<file path="src/rtl/multi_alarm_ctrl_pkg.sv">
// Shared definitions for the multi-channel alarm controller: time packing and channel states.
package multi_alarm_ctrl_pkg;

  localparam int unsigned TIME_W   = 52;
  localparam int unsigned SEC_LSB  = 0;
  localparam int unsigned MIN_LSB  = 8;
  localparam int unsigned HOUR_LSB = 16;
  localparam int unsigned DAY_LSB  = 24;
  localparam int unsigned MON_LSB  = 32;
  localparam int unsigned YEAR_LSB = 40;

  typedef logic [1:0] ch_state_t;
  localparam ch_state_t ST_IDLE    = 2'd0;
  localparam ch_state_t ST_ARMED   = 2'd1;
  localparam ch_state_t ST_RINGING = 2'd2;
  localparam ch_state_t ST_SNOOZE  = 2'd3;

  function automatic int unsigned max_u(input int unsigned a, input int unsigned b);
    return (a > b) ? a : b;
  endfunction

  function automatic logic [TIME_W-1:0] pack_time(input logic [11:0] year,
                                                  input logic [7:0]  month,
                                                  input logic [7:0]  day,
                                                  input logic [7:0]  hour,
                                                  input logic [7:0]  minute,
                                                  input logic [7:0]  second);
    logic [TIME_W-1:0] t;
    t = '0;
    t[YEAR_LSB +: 12] = year;
    t[MON_LSB  +: 8]  = month;
    t[DAY_LSB  +: 8]  = day;
    t[HOUR_LSB +: 8]  = hour;
    t[MIN_LSB  +: 8]  = minute;
    t[SEC_LSB  +: 8]  = second;
    return t;
  endfunction

endpackage

</file>
<file path="src/rtl/alarm_channel.sv">
// One alarm channel: state machine, alarm time register, second counter and sticky missed flag.
module alarm_channel
  import multi_alarm_ctrl_pkg::*;
#(
  parameter int unsigned RING_SEC   = 60,
  parameter int unsigned SNOOZE_SEC = 300
) (
  input  logic              clk1sec,
  input  logic              rst,
  input  logic [TIME_W-1:0] cur_time,
  input  logic              wr,
  input  logic [TIME_W-1:0] wr_time,
  input  logic              wr_arm,
  input  logic              ack,
  input  logic              snooze,
  output logic              ringing,
  output logic              ring_next,
  output logic              missed
);

  localparam int unsigned CNT_W = $clog2(max_u(RING_SEC, SNOOZE_SEC) + 1);
  localparam logic [CNT_W-1:0] RING_LAST   = CNT_W'(RING_SEC - 1);
  localparam logic [CNT_W-1:0] SNOOZE_LAST = CNT_W'(SNOOZE_SEC - 1);

  ch_state_t         state_q, state_d;
  logic [TIME_W-1:0] alarm_q, alarm_d;
  logic [CNT_W-1:0]  cnt_q, cnt_d;
  logic              missed_q, missed_d;

  always_comb begin
    state_d  = state_q;
    alarm_d  = alarm_q;
    cnt_d    = cnt_q;
    missed_d = missed_q;
    // A write overrides whatever the channel is doing, including ack/snooze.
    if (wr) begin
      alarm_d  = wr_time;
      state_d  = wr_arm ? ST_ARMED : ST_IDLE;
      cnt_d    = '0;
      missed_d = 1'b0;
    end else begin
      case (state_q)
        ST_ARMED: begin
          if (cur_time >= alarm_q) begin
            state_d = ST_RINGING;
            cnt_d   = '0;
          end
        end
        ST_RINGING: begin
          if (ack) begin
            state_d = ST_IDLE;
            cnt_d   = '0;
          end else if (snooze) begin
            state_d = ST_SNOOZE;
            cnt_d   = '0;
          end else if (cnt_q == RING_LAST) begin
            state_d  = ST_IDLE;
            cnt_d    = '0;
            missed_d = 1'b1;
          end else begin
            cnt_d = cnt_q + CNT_W'(1);
          end
        end
        ST_SNOOZE: begin
          if (cnt_q == SNOOZE_LAST) begin
            state_d = ST_RINGING;
            cnt_d   = '0;
          end else begin
            cnt_d = cnt_q + CNT_W'(1);
          end
        end
        default: ;
      endcase
    end
  end

  always_ff @(posedge clk1sec or negedge rst) begin
    if (!rst) begin
      state_q  <= ST_IDLE;
      alarm_q  <= '0;
      cnt_q    <= '0;
      missed_q <= 1'b0;
    end else begin
      state_q  <= state_d;
      alarm_q  <= alarm_d;
      cnt_q    <= cnt_d;
      missed_q <= missed_d;
    end
  end

  assign ringing   = (state_q == ST_RINGING);
  assign ring_next = (state_d == ST_RINGING);
  assign missed    = missed_q;

endmodule

</file>
<file path="src/rtl/multi_alarm_ctrl.sv">
// Multi-channel alarm controller: write decode, active-channel priority, ack/snooze steering, LED.
module multi_alarm_ctrl
  import multi_alarm_ctrl_pkg::*;
#(
  parameter int unsigned NUM_CH     = 4,
  parameter int unsigned RING_SEC   = 60,
  parameter int unsigned SNOOZE_SEC = 300,
  parameter int unsigned LED_W      = 8,
  localparam int unsigned CH_W      = (NUM_CH > 1) ? $clog2(NUM_CH) : 1
) (
  input  logic              clk1sec,
  input  logic              rst,
  input  logic [TIME_W-1:0] cur_time,
  input  logic              wr_en,
  input  logic [CH_W-1:0]   wr_ch,
  input  logic [TIME_W-1:0] wr_time,
  input  logic              wr_arm,
  input  logic              ack,
  input  logic              snooze,
  output logic [NUM_CH-1:0] ringing,
  output logic              any_ring,
  output logic [CH_W-1:0]   active_ch,
  output logic [NUM_CH-1:0] missed,
  output logic [LED_W-1:0]  alarm_led
);

  logic [NUM_CH-1:0] wr_sel, ack_sel, snooze_sel, ring_next;
  logic [CH_W-1:0]   active_d, active_q;
  logic              any_ring_q;
  logic [LED_W-1:0]  led_q;
  logic              blink_q;

  for (genvar i = 0; i < NUM_CH; i++) begin : g_ch
    assign wr_sel[i]     = wr_en && (wr_ch == CH_W'(i));
    // Only the registered active channel sees ack/snooze, and only while something rings.
    assign ack_sel[i]    = ack && any_ring_q && (active_q == CH_W'(i));
    assign snooze_sel[i] = snooze && any_ring_q && (active_q == CH_W'(i));

    alarm_channel #(
      .RING_SEC   (RING_SEC),
      .SNOOZE_SEC (SNOOZE_SEC)
    ) u_ch (
      .clk1sec   (clk1sec),
      .rst       (rst),
      .cur_time  (cur_time),
      .wr        (wr_sel[i]),
      .wr_time   (wr_time),
      .wr_arm    (wr_arm),
      .ack       (ack_sel[i]),
      .snooze    (snooze_sel[i]),
      .ringing   (ringing[i]),
      .ring_next (ring_next[i]),
      .missed    (missed[i])
    );
  end

  always_comb begin
    active_d = '0;
    for (int i = NUM_CH - 1; i >= 0; i--) begin
      if (ring_next[i]) active_d = CH_W'(i);
    end
  end

  always_ff @(posedge clk1sec or negedge rst) begin
    if (!rst) begin
      any_ring_q <= 1'b0;
      active_q   <= '0;
      led_q      <= '1;
      blink_q    <= 1'b0;
    end else begin
      any_ring_q <= |ring_next;
      active_q   <= active_d;
      // Blink phase restarts so the first ringing second always drives the LEDs on.
      if (|ring_next) begin
        led_q   <= blink_q ? '1 : '0;
        blink_q <= ~blink_q;
      end else begin
        led_q   <= '1;
        blink_q <= 1'b0;
      end
    end
  end

  assign any_ring  = any_ring_q;
  assign active_ch = active_q;
  assign alarm_led = led_q;

endmodule

</file>
<file path="config.mk">
export PLATFORM = sky130hd
export DESIGN_NAME = multi_alarm_ctrl
export DESIGN_NICKNAME = d
export VERILOG_FILES = /design/src/rtl/multi_alarm_ctrl_pkg.sv /design/src/rtl/alarm_channel.sv /design/src/rtl/multi_alarm_ctrl.sv
export SDC_FILE = /design/constraint.sdc
export NUM_CORES = 1
export LEC_CHECK = 0
export BUFFER_PORTS_ARGS = -buffer_cell sky130_fd_sc_hd__buf_2
export CORE_UTILIZATION = 55
export DETAILED_ROUTE_END_ITERATION = 10
export MAX_ROUTING_LAYER = met4
export PLACE_DENSITY_LB_ADDON = 0.2
export SLEW_MARGIN = 20
export SYNTH_ARGS = -nofsm -noshare
export SYNTH_HDL_FRONTEND = slang
export SYNTH_SLANG_ARGS = --single-unit
</file>
<file path="constraint.sdc">
create_clock -name clk1sec -period 2.6 [get_ports clk1sec]
set_input_delay 0.78 -clock clk1sec [delete_from_list [all_inputs] [get_ports clk1sec]]
set_output_delay 0.78 -clock clk1sec [all_outputs]
set_load 0.01 [all_outputs]
</file>
==> impl_metrics.csv, run 1 <==
group,metric,value,unit
synthesis,syn_nets,1985,
place,place_hpwl,29.3,mm
sta,setup_violations,26,
clock_network,cts.sinks,261,
finish,syn2layout_area_growth,27.3,%
setup_path,cp-end-kind,"flop",
power,internal-power,0.00998,W
detailed_routing,met1Wirelength,17.7,mm
sta,finalCritPeriodShare,106,%
clock_network,cts_made_buffers,31,
synthesis,syn_area_per_cell,9.53,um^2
synthesis,ys_ff_latch,261,
sta,hold_viol_final,0,
synthesis,syn_area,15800,um^2
sta,rsz0062_at_grt,"true",
synthesis,synth-seq-area-share,41.3,%
place,routabilityCongestion,0.922,
detailed_routing,via_per_inst,5.58,
synthesis,dominantRegCellSynth,"dfrtp_1",
worst_hold_path,hold_path.class,"primary input to async pin",
detailed_routing,wl,40.3,mm
setup_path,slowest_delay,0.53,ns
clock_network,cts_max_path_buffers,3,
clock_network,clk_pin_slew_worst_paths,0.06,ns
sta,fin_worst_skew,0.0100,ns
job,drv_cap,0,
power,p_leak,9.79,nW
floorplan,die_area,29500,um^2
detailed_routing,wl_per_cell,17.1,um
sta,timing.final.crit_period,2.76,ns
synthesis,synth_cell_types,63,
power,total_power,0.0150,W
floorplan,die_w,172,um
sta,whs,0.178,ns
setup_path,reg2reg_slack,-0.16,ns
setup_path,path_buf_inv,1,
setup_path,critical_path.top_delay_family,"compound AO/OA/AOI/OAI gates",
place,place_area,18500,um^2
detailed_routing,wl_met3,1.73,mm
finish,register_area,6530,um^2
floorplan,rows,61,
power,p_clk_share,29.6,%
finish,multi_input_area,9110,um^2
floorplan,fp.dieH,172,um
clock_network,cts-root-buf,"clkbuf_16",
setup_path,slowest_stage,"or4_4",
setup_path,rr_startpoint,"g_ch[3].u_ch.alarm_q[30]$_DFFE_PN0P_",
floorplan,pin_count,131,
sta,slew_violations,0,
clock_network,cts_max_level,1,
place,place_ws,-0.911,ns
setup_path,cp_max_fo,4,
detailed_routing,drt_iter0_drc,676,
global_route,grt_pass1_wl,65.5,mm
sta,slew_headroom,42.3,%
power,max-vdd-ir-drop,0.568,mV
run_status,violations,"negative setup slack",
synthesis,synth_warnings,0,
setup_path,required,3.08,ns
setup_path,arrival,3.25,ns
finish,final_core_util,71.9,%
detailed_routing,num_vias,13100,
floorplan,core_region_area,28000,um^2
setup_path,reg2regPathDepth,10,
setup_path,critPathKind,"flop to flop",
power,p_sw_share,33.4,%
run_status,status,"finished, violations left",
finish,final_nets,2269,
detailed_routing,drtPass1Iterations,5,
sta,worst_slack,-0.163,ns
finish,drive_gt1_share,29.9,%
clock_network,cts_tree,"done",
global_route,track_usage,28.9,%
synthesis,ys_async_sr_fraction,100,%
setup_path,crit_chain,"inv_1 > ha_4 > nand4_1 > or4_4 > a21oi_2 > o41a_1 > a2111oi_4 > o31a_1 > o32a_4 > a21o_1",
finish,design_area,20100,um^2
power,p_seq_share,35.8,%
global_route,antenna_found_initial,6,
setup_path,worstSetupStartpointType,"flop",
power,powerDensity,743,nW/um^2
synthesis,synth-edff-count,0,
global_route,grt-ovfl-total,0,
sta,max_freq,362,MHz
power,comb_power_share,34.5,%
clock_network,cts_hold_buffers,0,
power,p_switching,0.00500,W
detailed_routing,routed.top_layer,"met4",
place,io_buffers,130,
detailed_routing,antenna_left,0,
synthesis,syn_inst,1661,
floorplan,initial_utilization,56.5,%
detailed_routing,drc,0,
detailed_routing,route.met2.wl,19.8,mm
global_route,first_global_vias,13400,
finish,num-fill-cells,2072,
global_route,grt_start_max_net_pins,106,
clock_network,clock_latency,0.56,ns
sta,worstMarginPinSlew,0.865,ns
setup_path,reg2reg_to,"alarm_led[6]$_DFF_PN1_",
## timing repair
item / in CTS / in global routing
resized for setup: 40 / 53
endpoints found under the setup margin: 46 / 48
setup buffers: 11 / 8
cloned: 2 / 1
pin swaps: 24 / 31
## state kept, by name (all words and copies together), names as in the netlist
signal,count
g_ch.u_ch.alarm_q,208
g_ch.u_ch.state_q,8
active_ch,2
alarm_led,1
blink_q,1
g_ch.u_ch.missed,4
g_ch.u_ch.cnt_q,36
any_ring,1
## placed cells by master (no fill, tap or decap), drive strengths merged, types with 5 or more instances in the layout
cell type | netlist | routed
a31oi | 24 | 24
a221oi | 5 | 5
o31a | 5 | 5
nand2b | 11 | 11
a21oi | 96 | 96
a211oi | 5 | 5
clkinv | 0 | 6
nor3 | 15 | 15
nand4 | 35 | 35
and4 | 13 | 13
o22ai | 9 | 9
nor2b | 15 | 15
ha | 212 | 212
clkbuf | 35 | 42
dfrtp | 260 | 260
o21a | 9 | 9
o211ai | 6 | 6
a2111oi | 5 | 5
inv | 230 | 231
buf | 23 | 305
xnor2 | 5 | 5
or2 | 10 | 10
nand2 | 184 | 184
diode | 0 | 6
nor2 | 45 | 45
nand3 | 36 | 36
nor4 | 6 | 6
clkinvlp | 0 | 5
mux2 | 105 | 105
nor3b | 6 | 6
o21ai | 158 | 159
a21o | 40 | 42
## logic make-up after synthesis
| logic type | Yosys count | share of synthesized area (%) |
|---|---|---|
| and+or+nand+nor | 393 | 11.9 |
| AOI/OAI and AO/OA | 395 | 15.0 |
| xor gates and xnor gates | 5 | 0.277 |
| DFF | 261 | 41.3 |
| adders and majority gates | 212 | 16.8 |
| muxes | 107 | 7.60 |
| buffers and inverters | 288 | 7.20 |
## layer usage
layer	global-route usage [%]	up-vias
met5	-	-
met4	9.16	0
met3	3.91	72
met2	49.0	273
met1	35.6	6378
li1	-	6392
## stage by stage
| step | instances | TNS, ns |
|---|---|---|
| finish | 2352 | -2.74 |
| global route | 2352 | -5.73 |
| CTS | 2340 | -3.82 |
| detailed placement | 2272 | -34.92 |
| global placement | 2272 | -31.89 |
| floorplan | 1661 | -3.55 |
## final cells by class
| cell class | count | area share (%) |
|---|---|---|
| inverters | 230 | 4.30 |
| repair buffers | 306 | 10.4 |
| flip-flops and latches | 261 | 32.4 |
| multi-input cells | 1115 | 45.2 |
| clock inverters | 15 | 0.826 |
| well taps | 378 | 2.35 |
| diodes | 6 | 0.0745 |
| clock buffers | 41 | 4.43 |
## power groups by stage
| stage | registers, W | logic [W] | clock network (W) |
|---|---|---|---|
| 2_1_floorplan | 0.00524 | 0.00312 | 0 |
| 3_3_place_gp | 0.00537 | 0.00441 | 0 |
| 3_5_place_dp | 0.00541 | 0.00460 | 0 |
| 4_1_cts | 0.00535 | 0.00490 | 0.00450 |
| 5_1_grt | 0.00547 | 0.00576 | 0.00467 |
| 6_report | 0.00537 | 0.00517 | 0.00443 |
## how the worst max path moves through the flow
| stage | startpoint | endpoint | slack, ns | cells after the start |
|---|---|---|---|---|
| after floorplan | cur_time[26] | alarm_led[6]$_DFF_PN1_ | -0.24 | 9 |
| after global placement | cur_time[13] | g_ch[3].u_ch.cnt_q[3]$_DFFE_PN0P_ | -0.80 | 11 |
| after detailed placement | cur_time[13] | g_ch[3].u_ch.cnt_q[3]$_DFFE_PN0P_ | -0.91 | 11 |
| after CTS | g_ch[3].u_ch.alarm_q[22]$_DFFE_PN0P_ | alarm_led[6]$_DFF_PN1_ | -0.25 | 11 |
| after global routing | g_ch[3].u_ch.alarm_q[15]$_DFFE_PN0P_ | g_ch[3].u_ch.cnt_q[8]$_DFFE_PN0P_ | -0.25 | 12 |
| final | g_ch[3].u_ch.alarm_q[30]$_DFFE_PN0P_ | alarm_led[6]$_DFF_PN1_ | -0.16 | 10 |
## synthesized netlist by cell type, types with 5 or more instances
cell type	number	area [um^2]
dfrtp_1	260	6510
inv_1	230	863
ha_1	212	2650
nand2_1	184	691
o21ai_0	156	781
mux2_2	105	1180
a21oi_1	96	480
nor2_1	45	169
a21o_1	40	300
nand3_1	36	180
clkbuf_1	35	131
nand4_1	35	219
a31oi_1	24	150
buf_4	15	113
nor2b_1	15	93.8
nor3_1	15	75.1
and4_1	13	114
nand2b_1	11	68.8
or2_2	10	62.6
o21a_1	9	67.6
o22ai_1	9	56.3
buf_1	6	22.5
nor3b_1	6	45.0
nor4_1	6	37.5
o211ai_1	6	45.0
a211oi_1	5	37.5
a221oi_1	5	43.8
o31a_1	5	43.8
xnor2_1	5	43.8
(Power assumes the default switching activity.)
==> inputs of run 2 (changes only) <==
--- a/config.mk
+++ b/config.mk
@@ -13,4 +13,5 @@
 export SLEW_MARGIN = 20
 export SYNTH_ARGS = -nofsm -noshare
 export SYNTH_HDL_FRONTEND = slang
+export SYNTH_HIERARCHICAL = 1
 export SYNTH_SLANG_ARGS = --single-unit
==> impl_metrics.csv, run 2 <==
group,metric,value,unit
setup_path,cp-end-kind,"flop",
finish,final_nets,2352,
clock_network,clock_latency,0.55,ns
run_status,violations,"negative setup slack",
detailed_routing,wl_per_cell,16.6,um
clock_network,cts.sinks,261,
finish,final_common_cell,"nand2_1",
synthesis,synth_warnings,6,
power,p_seq_share,37.0,%
global_route,track_usage,29.4,%
floorplan,initial_utilization,56.3,%
synthesis,syn_nets,2122,
finish,layout_common_cells,"nand2_1, dfrtp_1, o21ai_0, inv_1, ha_1",
worst_hold_path,hold_path.class,"primary input to async pin",
synthesis,post-synth-top-area-cell,"dfrtp_1",
synthesis,synth-edff-count,0,
setup_path,reg2regPathDepth,11,
sta,slew_violations,0,
floorplan,rows,61,
clock_network,cts_tree,"done",
sta,setup_violations,15,
floorplan,die_area,29300,um^2
sta,whs,0.204,ns
sta,worstMarginPinSlew,0.843,ns
floorplan,die_w,171,um
synthesis,ys_ff_latch,261,
finish,top_register,"g_ch.u_ch/alarm_q",
global_route,antenna_found_initial,8,
clock_network,cts-root-buf,"clkbuf_16",
finish,reg_top3,"g_ch.u_ch/alarm_q x208, g_ch.u_ch/cnt_q x36, g_ch.u_ch/state_q x8",
floorplan,fp.dieH,171,um
job,drv_cap,0,
setup_path,cp_max_fo,2,
sta,hold_viol_final,0,
synthesis,ys_async_sr_fraction,100,%
clock_network,cts_max_path_buffers,3,
clock_network,clk_pin_slew_worst_paths,0.06,ns
floorplan,pin_count,131,
synthesis,dominantRegCellSynth,"dfrtp_1",
finish,largest_reg_flops,208,
setup_path,worstSetupStartpointType,"flop",
detailed_routing,wl,40.4,mm
place,io_buffers,130,
global_route,grt-ovfl-total,0,
synthesis,synth_top_cell_area_share,41.3,%
finish,drive_gt1_share,19.8,%
place,place_hpwl,29.6,mm
sta,timing.final.crit_period,2.83,ns
synthesis,synth_cell_types,65,
synthesis,yosys-top-cells-count,"nand2_1, dfrtp_1, o21ai_0, inv_1, ha_1",
setup_path,arrival,3.27,ns
detailed_routing,antenna_left,0,
sta,max_freq,353,MHz
global_route,grt_start_max_net_pins,88,
power,max-vdd-ir-drop,0.462,mV
place,routabilityCongestion,0.905,
clock_network,cts_made_buffers,29,
floorplan,core_region_area,28000,um^2
synthesis,syn_area,15800,um^2
clock_network,cts_hold_buffers,0,
detailed_routing,via_per_inst,5.55,
detailed_routing,drtPass1Iterations,7,
synthesis,syn_area_per_cell,8.77,um^2
sta,fin_worst_skew,0.00868,ns
power,p_sw_share,32.0,%
setup_path,critPathKind,"flop to flop",
detailed_routing,drt_iter0_drc,898,
power,comb_power_share,30.9,%
global_route,first_global_vias,13400,
power,p_leak,9.14,nW
power,powerDensity,709,nW/um^2
power,p_switching,0.00437,W
sta,slew_headroom,43.6,%
detailed_routing,drc,0,
power,p_clk_share,32.1,%
place,place_ws,-0.809,ns
synthesis,synth-seq-area-share,41.4,%
synthesis,syn_inst,1798,
sta,rsz0062_at_grt,"true",
finish,syn2layout_area_growth,22.1,%
sta,finalCritPeriodShare,109,%
synthesis,synth.top_cells.by_area,"dfrtp_1, ha_1, o21ai_0",
power,internal-power,0.00928,W
synthesis,yosysMostFrequentCell,"nand2_1",
detailed_routing,num_vias,13500,
clock_network,cts_max_level,1,
sta,worst_slack,-0.231,ns
run_status,status,"finished, violations left",
setup_path,required,3.04,ns
global_route,grt_pass1_wl,66.7,mm
run 2: cell types whose count changed in the layout (fill, tap and decap cells not counted), sizes merged, moves of 11 or more:
cell	delta
a21o	-25
o21ai	+116
buf	-47
mux2	-98
nor2	+11
nand2b	+15
nand2	+123
run 2: cell families after synthesis:
kind of cell,Yosys count,synth area share [%]
compound gates,483,17.9
fa+ha+maj,212,16.8
buf+inv,284,7.04
flops,261,41.4
mux,7,0.500
simple gates,551,16.3
run 2: critical path, cell delays in order (launching register included):
cell and delay [ns]:
dfrtp_1 0.37, inv_2 0.08, ha_4 0.19, and4_1 0.21, a221o_1 0.36, a2111o_1 0.49, a211oi_4 0.39, nor2_2 0.09
and3_4 0.17, nor4_4 0.17, buf_4 0.16, inv_1 0.04
run 2: power groups by stage:
stage / logic (W) / clock network (W) / registers [W]
CTS: 0.00413 / 0.00444 / 0.00505
floorplan: 0.00245 / 0 / 0.00502
global route: 0.00475 / 0.00463 / 0.00513
global placement: 0.00371 / 0 / 0.00508
finish: 0.00422 / 0.00438 / 0.00505
detailed placement: 0.00387 / 0 / 0.00511
run 2: area by class of cell:
| cell class | instances | area [um^2] |
|---|---|---|
| clock buffers | 39 | 823 |
| fillers | 2222 | 8760 |
| inverters | 225 | 845 |
| clock inverters | 13 | 195 |
| flip-flops and latches | 261 | 6530 |
| diodes | 8 | 20.0 |
| repair buffers | 258 | 1740 |
| multi-input cells | 1253 | 8620 |
| well taps | 378 | 473 |
run 2: through the flow:
step                      util [%]  cells  TNS (ns)  area [um^2]  power [W]
after floorplan                  -   1798     -1.33        15900    0.00747
after global placement        63.6   2366    -21.09        17800    0.00879
after detailed placement      63.6   2366    -22.58        17800    0.00898
after CTS                     68.4   2426     -1.05        19200     0.0136
after global routing          68.7   2435     -3.65        19300     0.0145
final                         68.7   2435     -2.01        19300     0.0136
run 2: per-layer routing:
layer,global-route usage (%),up-vias,share of wire (%)
met1,38.2,6457,44
li1,-,6641,-
met4,7.84,0,2.3
met3,4.42,73,6.0
met5,-,-,0
met2,48.0,353,47
run 2: what timing repair did:
| action | in CTS | in global routing |
|---|---|---|
| setup endpoints to repair | 13 | 24 |
| gates cloned | 0 | 0 |
| pin swaps | 32 | 8 |
| gates resized for setup | 48 | 16 |
| buffers inserted | 8 | 1 |
| endpoints found under the hold margin | 0 | 0 |
run 2: worst paths after layout:
kind                       slack (ns)                                    to                                start
max in group asynchronous        1.74     g_ch[1].u_ch/cnt_q[0]$_DFFE_PN0P_                                  rst
min in group clk1sec             0.44                     blink_q$_DFF_PN0_                    blink_q$_DFF_PN0_
max                             -0.23                    any_ring$_DFF_PN0_  g_ch[3].u_ch/alarm_q[9]$_DFFE_PN0P_
max reg2reg                     -0.23                    any_ring$_DFF_PN0_  g_ch[3].u_ch/alarm_q[9]$_DFFE_PN0P_
min                              0.20  g_ch[2].u_ch/alarm_q[29]$_DFFE_PN0P_                                  rst
min reg2reg                      0.44                     blink_q$_DFF_PN0_                    blink_q$_DFF_PN0_
